<file path="config.mk">
export PLATFORM = sky130hd
export DESIGN_NAME = seq_det_ctrl
export DESIGN_NICKNAME = d
export VERILOG_FILES = /design/src/rtl/seq_det_ctrl.sv
export SDC_FILE = /design/constraint.sdc
export NUM_CORES = 1
export LEC_CHECK = 0
export BUFFER_PORTS_ARGS = -buffer_cell sky130_fd_sc_hd__buf_2
export CORE_MARGIN = 3
export CORE_UTILIZATION = 45
export CTS_BUF_LIST = sky130_fd_sc_hd__clkbuf_16
export CTS_CLUSTER_DIAMETER = 100
export DETAILED_ROUTE_END_ITERATION = 8
export MAX_ROUTING_LAYER = met4
export PLACE_DENSITY = 0.66
export SYNTH_ARGS = -nofsm -noshare
export SYNTH_HDL_FRONTEND = slang
export SYNTH_SLANG_ARGS = --single-unit
</file>
<file path="constraint.sdc">
create_clock -name clk -period 2.7 [get_ports clk]
set_input_delay 0.54 -clock clk [delete_from_list [all_inputs] [get_ports clk]]
set_output_delay 0.54 -clock clk [all_outputs]
set_load 0.01 [all_outputs]
</file>
<file path="src/rtl/seq_det_ctrl.sv">
// Scans one WIDTH-bit word MSB first for a programmable 3-bit pattern and
// reports the number of (overlapping) matches plus a per-bit completion mask.
module seq_det_ctrl #(
  parameter int unsigned WIDTH = 8,
  parameter int unsigned CW    = $clog2(WIDTH + 1)
) (
  input  logic             clk,
  input  logic             reset,
  input  logic             cfg_we,
  input  logic [2:0]       cfg_pattern,
  input  logic             in_valid,
  output logic             in_ready,
  input  logic [WIDTH-1:0] in_data,
  output logic             out_valid,
  input  logic             out_ready,
  output logic [CW-1:0]    out_count,
  output logic [WIDTH-1:0] out_mask,
  output logic             busy
);

  typedef enum logic [1:0] {
    IDLE  = 2'd0,
    SHIFT = 2'd1,
    DONE  = 2'd2
  } state_e;

  state_e           state_q, state_d;
  logic [WIDTH-1:0] sr_q, sr_d;
  logic [CW-1:0]    idx_q, idx_d;
  logic [1:0]       hist_q, hist_d;
  logic [CW-1:0]    cnt_q, cnt_d;
  logic [WIDTH-1:0] mask_q, mask_d;
  logic [2:0]       pat_q, pat_d;
  logic [2:0]       scan_pat_q, scan_pat_d;
  logic             in_ready_q, in_ready_d;
  logic             out_valid_q, out_valid_d;
  logic             busy_q, busy_d;
  logic             cur_bit;

  // Next-state, datapath and registered-output decode
  always_comb begin
    state_d     = state_q;
    sr_d        = sr_q;
    idx_d       = idx_q;
    hist_d      = hist_q;
    cnt_d       = cnt_q;
    mask_d      = mask_q;
    pat_d       = pat_q;
    scan_pat_d  = scan_pat_q;
    cur_bit     = sr_q[WIDTH-1];

    case (state_q)
      IDLE: begin
        if (cfg_we) begin
          pat_d = cfg_pattern;
        end
        if (in_valid) begin
          // Snapshot the pattern so a same-edge config write affects only the next word
          sr_d       = in_data;
          idx_d      = CW'(WIDTH - 1);
          hist_d     = 2'b00;
          cnt_d      = '0;
          mask_d     = '0;
          scan_pat_d = pat_q;
          state_d    = SHIFT;
        end
      end
      SHIFT: begin
        sr_d   = {sr_q[WIDTH-2:0], 1'b0};
        hist_d = {hist_q[0], cur_bit};
        if ((idx_q <= CW'(WIDTH - 3)) && ({hist_q, cur_bit} == scan_pat_q)) begin
          mask_d[idx_q] = 1'b1;
          cnt_d         = cnt_q + CW'(1);
        end
        if (idx_q == '0) begin
          state_d = DONE;
        end else begin
          idx_d = idx_q - CW'(1);
        end
      end
      DONE: begin
        if (out_ready) begin
          state_d = IDLE;
        end
      end
      default: state_d = IDLE;
    endcase

    in_ready_d  = (state_d == IDLE);
    out_valid_d = (state_d == DONE);
    busy_d      = (state_d == SHIFT) || (state_d == DONE);
  end

  always_ff @(posedge clk or posedge reset) begin
    if (reset) begin
      state_q     <= IDLE;
      sr_q        <= '0;
      idx_q       <= '0;
      hist_q      <= 2'b00;
      cnt_q       <= '0;
      mask_q      <= '0;
      pat_q       <= 3'b101;
      scan_pat_q  <= 3'b101;
      in_ready_q  <= 1'b1;
      out_valid_q <= 1'b0;
      busy_q      <= 1'b0;
    end else begin
      state_q     <= state_d;
      sr_q        <= sr_d;
      idx_q       <= idx_d;
      hist_q      <= hist_d;
      cnt_q       <= cnt_d;
      mask_q      <= mask_d;
      pat_q       <= pat_d;
      scan_pat_q  <= scan_pat_d;
      in_ready_q  <= in_ready_d;
      out_valid_q <= out_valid_d;
      busy_q      <= busy_d;
    end
  end

  assign in_ready  = in_ready_q;
  assign out_valid = out_valid_q;
  assign busy      = busy_q;
  assign out_count = cnt_q;
  assign out_mask  = mask_q;

endmodule
</file>
# Word-level counts from Yosys, hierarchy flattened
# Cells that the tools add are included.
[word_totals] regBits=37 in_bits=16 output_inout_bits=15 elab_cells=56
[classes] n_addsub=2 order_cmp=3 n_eq_ne=8 mux=19 bitwise_logic=1 n_reduce_logical=12
[op_table] op="$pmux 8 s2" n=2
[op_table] op="$mux 8" n=3
[op_table] op="$mux 4" n=4
[op_table] op="$pmux 4 s2" n=2
[op_table] op="$mux 2" n=4
[op_table] op="$or 8x8->8" n=1
[op_table] op="$ne 2x2->1 const B" n=3
[op_table] op="$pmux 2 s3" n=1
[op_table] op="$reduce_and 2->1" n=3
[op_table] op="$reduce_and 3->1" n=2
[op_table] op="$add 4x1->4 const B" n=1
[op_table] op="$eq 2x1->1 const B" n=2
[op_table] op="$eq 2x2->1 const B" n=2
[op_table] op="$ge 4x1->1 const B" n=1
[op_table] op="$le 4x3->1 const B" n=1
[op_table] op="$logic_not 2->1" n=2
[op_table] op="$logic_not 4->1" n=1
[op_table] op="$lt 4x4->1 const B" n=1
[op_table] op="$pmux 2 s2" n=1
[op_table] op="$sub 4x1->4 const B" n=1
[op_table] op="$demux 1 s3" n=1
[op_table] op="$eq 3x3->1" n=1
[op_table] op="$logic_and 1x1->1" n=2
[op_table] op="$reduce_bool 2->1" n=1
[op_table] op="other kinds (2)" n=2

# Depth between registers and ports, before layout
[logic_depth] word_depth=7 ltp_mapped=6 depth_no_buf=6

# Worst setup path before layout
# Ideal clock, no wire load.
[synth_timing] path_kind="reg2reg" startpoint="reg idx_q[0]" endpoint="reg cnt_q[2], in the netlist out_count[2]" setup_time_ns=0.126 arrival_ns=1.545 t_required_ns=2.574 path_slack_ns=1.029 stages_incl_launch_ff=7 n_path_buf=0 period_less_slack_ns=1.671 path_cell_list="dfrtp_1 -> inv_1 -> ha_1 -> nor3b_4 -> nor3_4 -> and2_2 -> a221o_1"
[synth_via] elab_chain_len=4
[synth_rtl] element="start, declared" line="29" text="logic [CW-1:0] idx_q, idx_d;"
[synth_rtl] element="start signal, assigned" line="110" text="idx_q <= idx_d;"
[synth_rtl] element="$le 4x3->1" line="71" text="if ((idx_q <= CW'(WIDTH - 3)) && ({hist_q, cur_bit} == scan_pat_q)) begin"
[synth_rtl] element="$logic_and 1x1->1" line="71"
[synth_rtl] element="$ne 2x2->1 (no line)"
[synth_rtl] element="$reduce_and 3->1 (no line)"
[synth_rtl] element="end signal, assigned" line="112" text="cnt_q <= cnt_d;"
[synth_rtl] element="end, declared" line="31" text="logic [CW-1:0] cnt_q, cnt_d;"
# Every way passes these cells.
# A chain may end at the register's enable or synchronous reset.

# Worst setup path after layout
[layout_timing] startpoint="reg idx_q[1]" endpoint="reg busy_q, in the netlist busy"
[layout_via] elab_chain_len=5 elab_cells_between_ends=6 cone_classes="eq/ne (2); mux (2); reduce/logical (2)"
[layout_rtl] element="$logic_not 4->1 (*)" line="75" text="if (idx_q == '0) begin"
[layout_rtl] element="$mux 2 (*)" line="75"
[layout_rtl] element="$pmux 2 s3 (*)" line="52" text="case (state_q)"
[layout_rtl] element="$eq 2x1->1 or $eq 2x2->1 (tied branches)" line="91" text="busy_d = (state_d == SHIFT) || (state_d == DONE);"
[layout_rtl] element="$logic_or 1x1->1 (*)" line="91"
[layout_rtl] element="via busy_d" line="37" text="logic busy_q, busy_d;"
[layout_rtl] element="end signal, assigned" line="118" text="busy_q <= busy_d;"
[layout_rtl] element="end, declared" line="37"
# Mark *: on every way through the listed nets, which the timed path passes. The rest lies on a longest branch.

==> results.md <==
* First-pass GRT wire length at 6310 µm
* Sink Count at 37
* Worst vdd ir at 0.489 mV
* Final hold slack at 0.364 ns
* Die Y-Extent at between 60 and 70 µm
* CTS clk-pin slew, worst paths at roughly 0.05 ns
* Largest net degree at the start of global routing at 38
* Commonest non-fill, non-tap cells in the layout: dfrtp_1 (32), buf_2 (30), nand2_1 (27)
* Post-synthesis net count at 179
* # diodes at 0
* Rel. slew slack at 62.8%
* Clock Latency Late Sink at 0.28 ns
* Mapped Cells at approximately 160
* Crit Path Max Fanout at 5
* Setup bufs post-CTS at 0
* Setup violations, final at 0
* Wire per inst at 15.5 µm
* Distinct cells, synth at 37
* Area of the multi-input gates at ~760 µm²
* Vias in the first global route at around 1,300
* GPL Wtd Cong at 0.829
* Clock root buffer: clkbuf_16
* Seq/Total Area, Yosys at between 50 and 60%
* Critical Path Start Type: register
* GR Overflow Total at 0
* Static leakage at 0.00101 µW
* Avg Cell Area, Syn at about 11 µm²
* Tmin final at 1.84 ns
* Port bufs at 30
* Synthesis Warnings at 0
* DRC at 0
* Clock Path Buffers at 2
* Share of cells above drive strength 1 at 32.3%
* Antenna violations before repair at 0
* 1st-iter DRT viols at 75
* Cell area after synthesis at 1750 µm²
* Die width at 68.3 µm
* Die ar. at 4670 µm²
* Vias post-DR at 1,290
* Row count at 22
* Asr flop ratio synth at 100%
* Fin crit share at 68.0%
* Post-layout worst setup margin at 0.864 ns
* Layout net count at 213
* Num CTS Buffers at 5
* Setup Skew at between 0.003 and 0.004 ns
* Outcome: finished clean
* CP endpoint kind: register
* Number of flops mapped to enable cells by yosys at 0
* Vias/cell at 5.38
* Most used DFF post-synth: dfrtp_1
* Filler cells at ~340
* Final ANT Viol Nets at 0
* Slew Limit Fails at 0
* Commonest non-fill, non-tap cell in the layout: dfrtp_1
* H-tree depth at 2
* #FFs+latches synth at 37
* Pre-CTS setup slack at 0.892 ns
* Peak Freq at 545 MHz
* Fin. Hold Viols at 0
* Ports at 31
* Sequential cell area at between 900 and 1000 µm²
* Gr usage total at 19.3%
* RSZ-0062 raised after global routing: no
* Cts repair resizes at 0
* Layout area overhead at 19.2%
* Starting Density at 47.1%
* Hold Path Class: in -> async
* Kind of critical path: reg -> reg
* Hold_buf cts at 0
* Setup TNS at 0 ns
* Final HPWL DP at ~2700 µm
* First drt pass iteration count at 4
* Final WL at 3710 µm
* Max-Cap Viols at 0
* Core area at 3720 µm²
* P per Cell Area at ~1200 nW/µm²
* Worst Path Arrival at 2.00 ns
* CP required at 2.86 ns
* Least-Margin Pin Slew at 0.558 ns
* CTS tree: yes
cells by family after synthesis:
group,share of synthesized area (%)
compound gates,17.0
mux,3.15
buf+inv,3.29
xor+xnor,1.50
flops,53.3
simple gates,17.5
fa+ha+maj,4.29
sequential cells by signal, indices dropped and copies added (netlist names):
| name | count |
|---|---|
| idx_q | 4 |
| out_valid | 1 |
| state_q | 2 |
| out_count | 4 |
| in_ready | 1 |
| busy | 1 |
| pat_q | 3 |
| out_mask | 8 |
| hist_q | 2 |
| scan_pat_q | 3 |
| sr_q | 8 |
layout make-up:
cell class | count | share of cell area, %
inverter | 6 | 1.08
tap | 48 | 2.88
sequential | 37 | 44.7
multi-input combinational | 108 | 36.4
clock inverter | 3 | 0.660
clock buffer | 5 | 6.00
timing repair buffer | 33 | 8.28
path summary, 6_finish.rpt:
kind | slack (ns) | startpoint | endpoint | cells past startpoint
worst max-delay path | 0.86 | idx_q[1]$_DFFE_PP0P_ | busy$_DFF_PP0_ | 5
worst min-delay path | 0.36 | reset | pat_q[1]$_DFFE_PP0P_ | 3
worst max register to register | 0.86 | idx_q[1]$_DFFE_PP0P_ | busy$_DFF_PP0_ | 5
worst min register to register | 0.45 | pat_q[0]$_DFFE_PP1P_ | scan_pat_q[0]$_DFFE_PP1P_ | 2
max in group asynchronous | 1.99 | reset | in_ready$_DFF_PP1_ | 3
min in group clk | 0.45 | pat_q[0]$_DFFE_PP1P_ | scan_pat_q[0]$_DFFE_PP1P_ | 2
critical path: stages, from the launching register on:
cell     delay, ns
dfrtp_1       0.42
inv_1         0.14
ha_1          0.18
nor3b_1       0.45
a22oi_1       0.21
ha_1          0.32
report_power, final:
part | total, µW | switching (µW) | internal (µW)
clock | 550 | 215 | 335
sequential | 989 | 200 | 789
combinational | 926 | 527 | 399
synthesized netlist by cell type, drive strengths merged (2+ instances only):
master | instances | area (µm²)
dfrtp | 32 | 801
o21ai | 7 | 35.0
a21oi | 5 | 28.8
nor3b | 4 | 41.3
inv | 6 | 22.5
xor2 | 3 | 26.3
buf | 5 | 31.3
a22oi | 8 | 60.1
a41oi | 2 | 17.5
nor2b | 6 | 37.5
nand3 | 3 | 15.0
nand2 | 28 | 108
ha | 6 | 75.1
mux2 | 4 | 45.0
o41ai | 3 | 48.8
nor2 | 7 | 26.3
nor3 | 4 | 42.5
a22o | 3 | 26.3
a221o | 2 | 20.0
nand2b | 2 | 15.0
dfstp | 5 | 131
o31ai | 5 | 42.5
per-stage QoR:
step | std cells | instance area, µm² | util (%) | power [µW]
after CTS | 240 | 2090 | 56.1 | 2490
after global placement | 232 | 1950 | 52.4 | 1870
after detailed placement | 232 | 1950 | 52.4 | 1930
after global routing | 240 | 2090 | 56.1 | 2650
after floorplan | 157 | 1750 | - | 1670
final | 240 | 2090 | 56.1 | 2460
per-layer routing:
metal	wire, µm	vias to the layer above	global-route usage (%)
li1	-	622	-
met1	1560	629	21.3
met2	1920	33	33.7
met3	172	6	5.42
met4	55	0	5.96
met5	0	-	-
(Power assumes the default switching activity.)
